==> config.mk <==
export PLATFORM = sky130hd
export DESIGN_NAME = pwm_dac_bank
export DESIGN_NICKNAME = d
export VERILOG_FILES = /design/src/rtl/pwm_dac_pkg.sv /design/src/rtl/pwm_dac_channel.sv /design/src/rtl/pwm_dac_bank.sv
export SDC_FILE = /design/constraint.sdc
export NUM_CORES = 1
export LEC_CHECK = 0
export CAP_MARGIN = 20
export CORE_MARGIN = 4
export CORE_UTILIZATION = 62
export DETAILED_ROUTE_END_ITERATION = 8
export PLACE_DENSITY = 0.86
export SLEW_MARGIN = 20
export SYNTH_ARGS = -nofsm -noshare
export SYNTH_HDL_FRONTEND = slang
export SYNTH_SLANG_ARGS = --single-unit
==> constraint.sdc <==
create_clock -name clk -period 4.5 [get_ports clk]
set_input_delay 0.45 -clock clk [delete_from_list [all_inputs] [get_ports clk]]
set_output_delay 0.45 -clock clk [all_outputs]
set_load 0.03 [all_outputs]
==> src/rtl/pwm_dac_pkg.sv <==
// Shared definitions for the PWM DAC bank: mode/direction encodings and the
// period-counter step function used by the top level.
package pwm_dac_pkg;

  localparam logic MODE_EDGE   = 1'b0;
  localparam logic MODE_CENTER = 1'b1;
  localparam logic DIR_UP      = 1'b0;
  localparam logic DIR_DOWN    = 1'b1;

  // Counter math is done at a fixed width; callers zero-extend and truncate.
  localparam int CNT_MAX_W = 32;

  typedef struct packed {
    logic [CNT_MAX_W-1:0] cnt;
    logic                 dir;
    logic                 boundary;
  } cnt_step_t;

  function automatic cnt_step_t cnt_next(input logic [CNT_MAX_W-1:0] cnt,
                                         input logic                 dir,
                                         input logic [CNT_MAX_W-1:0] act_p,
                                         input logic                 mode);
    cnt_step_t s;
    s.cnt      = '0;
    s.dir      = DIR_UP;
    s.boundary = 1'b1;
    if (act_p != '0) begin
      if (mode == MODE_EDGE) begin
        if (cnt < act_p) begin
          s.cnt      = cnt + 32'd1;
          s.boundary = 1'b0;
        end
      end else if (dir == DIR_UP && cnt < act_p) begin
        s.cnt      = cnt + 32'd1;
        s.boundary = 1'b0;
      end else if (cnt != '0) begin
        // Down-count; reaching 0 closes the period and turns back up.
        s.cnt      = cnt - 32'd1;
        s.boundary = (s.cnt == '0);
        s.dir      = s.boundary ? DIR_UP : DIR_DOWN;
      end
    end
    return s;
  endfunction

endpackage

==> src/rtl/pwm_dac_channel.sv <==
// One PWM channel: double-buffered duty (shadow + active) and registered compare
// against the shared period counter.
module pwm_dac_channel
  import pwm_dac_pkg::*;
#(
  parameter int DUTY_W   = 8,
  parameter int PERIOD_W = 11
) (
  input  logic                clk,
  input  logic                resetn,
  input  logic [PERIOD_W-1:0] cnt,
  input  logic                boundary,
  input  logic [DUTY_W-1:0]   duty,
  input  logic                load,
  output logic                pwm,
  output logic                pending
);

  logic [DUTY_W-1:0] shadow;
  logic [DUTY_W-1:0] act_duty;

  always_ff @(posedge clk) begin
    if (!resetn) begin
      shadow   <= '0;
      act_duty <= '0;
      pending  <= 1'b0;
      pwm      <= 1'b0;
    end else begin
      if (boundary) begin
        // A load on the boundary itself skips the shadow and applies now.
        if (load)         act_duty <= duty;
        else if (pending) act_duty <= shadow;
        pending <= 1'b0;
      end else if (load) begin
        shadow  <= duty;
        pending <= 1'b1;
      end
      pwm <= (PERIOD_W'(act_duty) > cnt);
    end
  end

endmodule

==> src/rtl/pwm_dac_bank.sv <==
// Multi-channel PWM DAC: one shared edge/centre-aligned period counter driving
// CHANNELS double-buffered compare channels.
module pwm_dac_bank
  import pwm_dac_pkg::*;
#(
  parameter int CHANNELS = 2,
  parameter int DUTY_W   = 8,
  parameter int PERIOD_W = 11
) (
  input  logic                       clk,
  input  logic                       resetn,
  input  logic [PERIOD_W-1:0]        period,
  input  logic                       center_aligned,
  input  logic [CHANNELS*DUTY_W-1:0] duty,
  input  logic [CHANNELS-1:0]        duty_load,
  output logic [CHANNELS-1:0]        pwm_out,
  output logic                       period_start,
  output logic [CHANNELS-1:0]        update_pending
);

  logic [PERIOD_W-1:0] cnt;
  logic [PERIOD_W-1:0] act_p;
  logic                dir;
  logic                act_mode;
  logic                boundary;
  cnt_step_t           nxt;
  logic                unused_cnt_hi;

  always_comb nxt = cnt_next(CNT_MAX_W'(cnt), dir, CNT_MAX_W'(act_p), act_mode);
  assign boundary      = nxt.boundary;
  assign unused_cnt_hi = ^nxt.cnt[CNT_MAX_W-1:PERIOD_W];

  always_ff @(posedge clk) begin
    if (!resetn) begin
      cnt          <= '0;
      dir          <= DIR_UP;
      act_p        <= '0;
      act_mode     <= MODE_EDGE;
      period_start <= 1'b0;
    end else begin
      cnt          <= nxt.cnt[PERIOD_W-1:0];
      dir          <= nxt.dir;
      period_start <= (cnt == '0);
      if (boundary) begin
        act_p    <= period;
        act_mode <= center_aligned;
      end
    end
  end

  for (genvar i = 0; i < CHANNELS; i++) begin : g_ch
    pwm_dac_channel #(
      .DUTY_W  (DUTY_W),
      .PERIOD_W(PERIOD_W)
    ) u_ch (
      .clk     (clk),
      .resetn  (resetn),
      .cnt     (cnt),
      .boundary(boundary),
      .duty    (duty[i*DUTY_W +: DUTY_W]),
      .load    (duty_load[i]),
      .pwm     (pwm_out[i]),
      .pending (update_pending[i])
    );
  end

endmodule

==> flow_metrics.env, run 1 <==
export IMPL_status="finished clean"
export IMPL_yosysUniqueCellTypes=54
export IMPL_slowest_delay_ns=0.58
export IMPL_portBuffers=36
export IMPL_ys_async_sr_fraction=0
export IMPL_via_per_inst=6.05
export IMPL_vias=3176
export IMPL_p_comb_frac=0.533
export IMPL_cp_startpoint="cnt[8]"
export IMPL_setup_viol=0
export IMPL_h_tree_depth=3
export IMPL_grt_first_pass_wirelength_mm=14.1
export IMPL_hold_ws_ns=0.458
export IMPL_grt_max_degree=74
export IMPL_crit_top_cell="a21o_1"
export IMPL_p_leak_nw=1.77
export IMPL_grt_antenna_before_repair=0
export IMPL_cp_top_family="simple AND/OR/NAND/NOR gates"
export IMPL_finalHoldViolCount=0
export IMPL_fmax_mhz=314
export IMPL_post_cts_buffers=0
export IMPL_fin_tns_setup_ns=0
export IMPL_period_share=0.708
export IMPL_start_util=0.649
export IMPL_yosys_warnings=0
export IMPL_path_cells="ha_1, a21o_1, a21o_1, a221o_1, a21oi_2, buf_4, and2_1, or2_1, mux2i_1"
export IMPL_grt_util_all_layers=0.244
export IMPL_maxCapViolations=0
export IMPL_first_global_vias=3003
export IMPL_ctsHoldBuffers=0
export IMPL_crit_slowest_cell="dfxtp_1"
export IMPL_start_kind="flop"
export IMPL_fp_dieH_um=84.6
export IMPL_ir_drop_uv=454
export IMPL_worstPathRequired_ns=4.77
export IMPL_hp_start="g_ch[1].u_ch.shadow[6]"
export IMPL_layout_common_cells="75 x nand2_1, 61 x dfxtp_1, 35 x clkdlybuf4s50_1"
export IMPL_cp_max_fo=19
export IMPL_drt_total_wl_mm=8.33
export IMPL_syn_cell_area_um2=3640
export IMPL_ctsLongestPathBuffers=2
export IMPL_pwr_share_seq=0.295
export IMPL_clock_root_buffer="clkbuf_8"
export IMPL_grt_remaining_overflow=0
export IMPL_synth_ff_type="dfxtp_1"
export IMPL_avgSynthCellArea_um2=8.54
export IMPL_clk_pin_slew_ns=0.08
export IMPL_fp_dieW_um=84.6
export IMPL_synth_seq_area_share=0.336
export IMPL_seqCellArea_um2=1220
export IMPL_core_um2=5610
export IMPL_p_switching_mw=1.23
export IMPL_fillers=438
export IMPL_p_per_area_nw_per_um2=698
export IMPL_total_power_mw=2.91
export IMPL_power_internal_mw=1.68
export IMPL_nets=510
export IMPL_r2r_start="cnt[8]"
export IMPL_synth_cells=426
export IMPL_cts_buffers=9
export IMPL_hold_class="reg2reg"
export IMPL_ios=37
export IMPL_numClockSinks=61
export IMPL_multi_input_area_um2=2200
export IMPL_drc=0
export IMPL_path_class="reg2reg"
export IMPL_rsz0062_at_grt="no"
export IMPL_clockPowerShare=0.172
export IMPL_drtIter0Drc=305
export IMPL_slew_headroom=0.508
export IMPL_synth_edf_count=0
export IMPL_slew_violations=0
export IMPL_switching_share=0.424
export IMPL_cts_tree="yes"
export IMPL_ys_ff_latch=61
export IMPL_place_gp_congestion=0.902
export IMPL_worst_pin_slew_ns=0.737
export IMPL_layout_commonest_cell="nand2_1"
export IMPL_wl_per_cell_um=15.9
export IMPL_hpwl_mm=5.94
export IMPL_fin_crit_ns=3.19
export IMPL_cts_resized=0
export IMPL_drive_gt1_frac=0.0706
export IMPL_dieArea_um2=7160
export IMPL_ant_nets=0
export IMPL_diodes=0
export IMPL_drtPass1Iterations=5
export IMPL_critical_path_endpoint_type="flop"
export IMPL_row_count=27
export IMPL_crit_arrival_ns=3.45
export IMPL_synth_nets=488
export IMPL_worstSkewPairLatency_ns=0.35
export IMPL_worstPathBufferInverterCount=1
export IMPL_finClkSkew_ns=0.0105
export IMPL_area_growth_synth_to_final_pct=14.5
per-layer routing:
| layer | routed length (um) | GRT usage | share of wire | vias to the layer above |
|---|---|---|---|---|
| li1 | - | - | - | 1552 |
| met1 | 3630 | 0.306 | 0.44 | 1499 |
| met2 | 4060 | 0.403 | 0.49 | 108 |
| met3 | 454 | 0.0461 | 0.054 | 17 |
| met4 | 185 | 0.115 | 0.022 | 0 |
| met5 | 0 | 0 | 0 | - |
Yosys cell counts (4+ instances only):
master | instances | area (um2)
nand2_1 | 75 | 282
dfxtp_1 | 61 | 1220
ha_1 | 30 | 375
mux2i_1 | 28 | 280
inv_1 | 24 | 90.1
nor2_1 | 17 | 63.8
o21ai_0 | 17 | 85.1
a2bb2oi_1 | 16 | 140
clkbuf_1 | 16 | 60.1
nor3_1 | 13 | 65.1
nand3_1 | 10 | 50.1
nor2b_1 | 10 | 62.6
a21oi_1 | 8 | 40.0
nand2b_1 | 7 | 43.8
a221oi_1 | 6 | 52.6
a21o_1 | 5 | 37.5
buf_2 | 5 | 25.0
nand4_1 | 5 | 31.3
o21a_1 | 5 | 37.5
o221ai_1 | 5 | 43.8
xnor2_1 | 5 | 43.8
buf_4 | 4 | 30.0
nand3b_1 | 4 | 30.0
kinds of logic after synthesis:
group,Yosys count,share of synthesized area
buffers and inverters,51,0.0609
XOR/XNOR,7,0.0169
flip-flops,61,0.336
AO/OA/AOI/OAI,86,0.183
multiplexers,28,0.0770
AND/OR/NAND/NOR,163,0.224
adder cells (fa/ha/maj),30,0.103
registers in the layout, indices dropped and copies added (netlist names):
register            flops
dir                     1
g_ch.u_ch.pwm           2
act_mode                1
period_start            1
g_ch.u_ch.act_duty     16
act_p                  11
g_ch.u_ch.pending       2
g_ch.u_ch.shadow       16
cnt                    11
power groups by stage:
stage	Combinational [mW]	Sequential (mW)	Clock, mW
detailed placement	1.54	0.864	0
global placement	1.48	0.858	0
finish	1.55	0.858	0.500
floorplan	1.29	0.824	0
CTS	1.55	0.855	0.508
global route	1.70	0.876	0.532
stage by stage:
step,setup slack [ns],utilization,instances,area (um2)
after floorplan,1.88,-,426,3640
after global placement,1.42,0.707,509,3970
after detailed placement,1.36,0.707,509,3970
after CTS,1.32,0.743,525,4170
after global routing,1.10,0.743,525,4170
final,1.31,0.743,525,4170
final timing paths:
check | to | slack [ns] | cells after the start
hold / removal | g_ch[1].u_ch.shadow[6] | 0.46 | 2
hold reg to reg | g_ch[1].u_ch.shadow[6] | 0.46 | 2
setup reg to reg | act_p[1] | 1.31 | 9
setup / recovery | act_p[1] | 1.31 | 9
worst reg2reg max path: stages (launching register included):
cell and delay [ns]:
dfxtp_1 0.58, ha_1 0.32, a21o_1 0.17, a21o_1 0.20
a221o_1 0.30, a21oi_2 0.11, buf_4 0.25, and2_1 0.34
or2_1 0.56, mux2i_1 0.28
layout make-up:
class | instances | share of cell area
clock inverter | 6 | 0.0150
sequential | 61 | 0.293
timing repair buffer | 38 | 0.0889
tap | 72 | 0.0216
clock buffer | 10 | 0.0330
multi-input combinational | 314 | 0.527
inverter | 24 | 0.0216
No activity file was read; power rests on OpenSTA's default activity.
==> run 2: changes to the inputs <==
- CORE_UTILIZATION: 62 -> 57
- PLACE_DENSITY: 0.86 -> 0.8
- clock period: 4.5 -> 3 ns (I/O delays scaled with it)
==> run 2 against run 1 <==
Net effect:
- fmax rose by 16%
- first-iteration DRC count fell by 60%
- total power rose by 54%
- die area rose by 7.9%
- clock skew rose by 0.0050 ns
- critical endpoint is now act_p[10]
==> flow_metrics.env, run 2 (synthesis results as in run 1) <==
export IMPL_core_um2=6060
export IMPL_dieArea_um2=7730
export IMPL_critical_path_endpoint_type="flop"
export IMPL_cts_tree="yes"
export IMPL_grt_first_pass_wirelength_mm=13.6
export IMPL_h_tree_depth=3
export IMPL_use_met1=0.279
export IMPL_fin_area_um2=4250
export IMPL_p_per_area_nw_per_um2=1050
export IMPL_place_gp_congestion=0.899
export IMPL_drc=0
export IMPL_clk_pin_slew_ns=0.07
export IMPL_cp_max_fo=11
export IMPL_start_util=0.600
export IMPL_worst_pin_slew_ns=0.628
export IMPL_grt_antenna_before_repair=0
export IMPL_period_share=0.918
export IMPL_status="finished clean"
export IMPL_slew_violations=0
export IMPL_rsz0062_at_grt="no"
export IMPL_drtPass1Iterations=4
export IMPL_diodes=0
export IMPL_reg_top3="g_ch.u_ch.act_duty: 16 flops, g_ch.u_ch.shadow: 16 flops"
export IMPL_grt_busiest_layer="met2"
export IMPL_area_growth_synth_to_final_pct=16.9
export IMPL_clock_root_buffer="clkbuf_8"
export IMPL_r2r_slack_ns=0.25
export IMPL_wl_per_cell_um=14.8
export IMPL_crit_arrival_ns=3.03
export IMPL_grt_max_degree=72
export IMPL_r2r_start="cnt[1]"
export IMPL_nets=519
export IMPL_post_dp_cell_area_um2=4040
export IMPL_numClockSinks=61
export IMPL_ant_nets=0
export IMPL_cts_buffers=9
export IMPL_hold_class="in2reg"
export IMPL_p_leak_nw=1.82
export IMPL_hp_start="resetn"
export IMPL_fmax_mhz=363
export IMPL_fp_dieH_um=87.9
export IMPL_fin_tns_setup_ns=0
export IMPL_finClkSkew_ns=0.0155
export IMPL_grt_use_met3=0.0517
export IMPL_vias=3115
export IMPL_layout_common_cells="75 x nand2_1, 61 x dfxtp_1, 35 x clkdlybuf4s50_1"
export IMPL_finalHoldViolCount=0
export IMPL_via_per_inst=5.80
export IMPL_drtIter0Drc=122
export IMPL_worstSkewPairLatency_ns=0.35
export IMPL_post_cts_buffers=0
export IMPL_drt_total_wl_mm=7.97
export IMPL_r2r_end="act_p[10]"
export IMPL_ctsHoldBuffers=0
export IMPL_ctsLongestPathBuffers=2
export IMPL_min_path_cells=3
export IMPL_fin_crit_ns=2.75
export IMPL_fillers=501
export IMPL_portBuffers=36
export IMPL_grt_util_all_layers=0.225
export IMPL_start_kind="flop"
export IMPL_setup_viol=0
export IMPL_hpwl_mm=5.88
export IMPL_grt_remaining_overflow=0
export IMPL_maxCapViolations=0
export IMPL_ios=37
export IMPL_total_power_mw=4.48
export IMPL_hold_ws_ns=0.354
export IMPL_hold_end="period_start"
export IMPL_ir_drop_uv=659
export IMPL_row_count=28
export IMPL_grtUsageMet2=0.384
export IMPL_layout_commonest_cell="nand2_1"
export IMPL_worstPathRequired_ns=3.27
export IMPL_first_global_vias=2951
export IMPL_r2r_cells=10
export IMPL_cts_resized=0
export IMPL_fp_dieW_um=87.9
export IMPL_setup_ws_ns=0.247
export IMPL_path_class="reg2reg"
export IMPL_slew_headroom=0.581
export IMPL_pre_cts_ws_ns=0.213
export IMPL_drive_gt1_frac=0.0931
-- run 2: worst max-delay path, cell delays in order (launching register included) --
cell and delay [ns]:
dfxtp_1 0.34, inv_1 0.20, ha_1 0.28, or3b_4 0.46, nor2_1 0.16, nand2_1 0.11
xor2_2 0.19, a31oi_4 0.34, or2_1 0.17, buf_4 0.23, mux2i_1 0.21
-- run 2: area by class of cell --
class                           count  area [um2]  share of cell area
Timing Repair Buffer               47         438               0.103
Tap cell                           75        93.8              0.0221
Multi-Input combinational cell    314        2210               0.520
Sequential cell                    61        1220               0.287
Clock buffer                        9         124              0.0291
Clock inverter                      7        73.8              0.0174
Inverter                           24        90.1              0.0212
-- run 2: worst max-delay path by stage --
stage | startpoint | to | slack, ns | cells after the start
after floorplan | act_p[10] | act_p[10] | 0.38 | 12
after global placement | cnt[1] | act_p[7] | 0.31 | 10
after detailed placement | cnt[1] | act_p[0] | 0.21 | 10
after CTS | cnt[1] | act_p[10] | 0.19 | 10
after global routing | cnt[1] | act_p[4] | 0.03 | 10
final | cnt[1] | act_p[10] | 0.25 | 10
-- run 2: power breakdown --
| part | internal [mW] | leakage, nW | switching, mW |
|---|---|---|---|
| Combinational | 1.14 | 1.22 | 1.34 |
| Clock | 0.386 | 0.0996 | 0.346 |
| Sequential | 1.08 | 0.501 | 0.180 |
| Total | 2.61 | 1.82 | 1.87 |
-- run 2: metrics by stage --
step | std cells | utilization
after floorplan | 426 | -
after global placement | 521 | 0.666
after detailed placement | 521 | 0.666
after CTS | 537 | 0.699
after global routing | 537 | 0.702
final | 537 | 0.702
-- run 2: per-layer routing --
| metal | vias to the layer above | routed length, um |
|---|---|---|
| li1 | 1576 | - |
| met1 | 1470 | 3550 |
| met2 | 59 | 3960 |
| met3 | 10 | 352 |
| met4 | 0 | 115 |
| met5 | - | 0 |
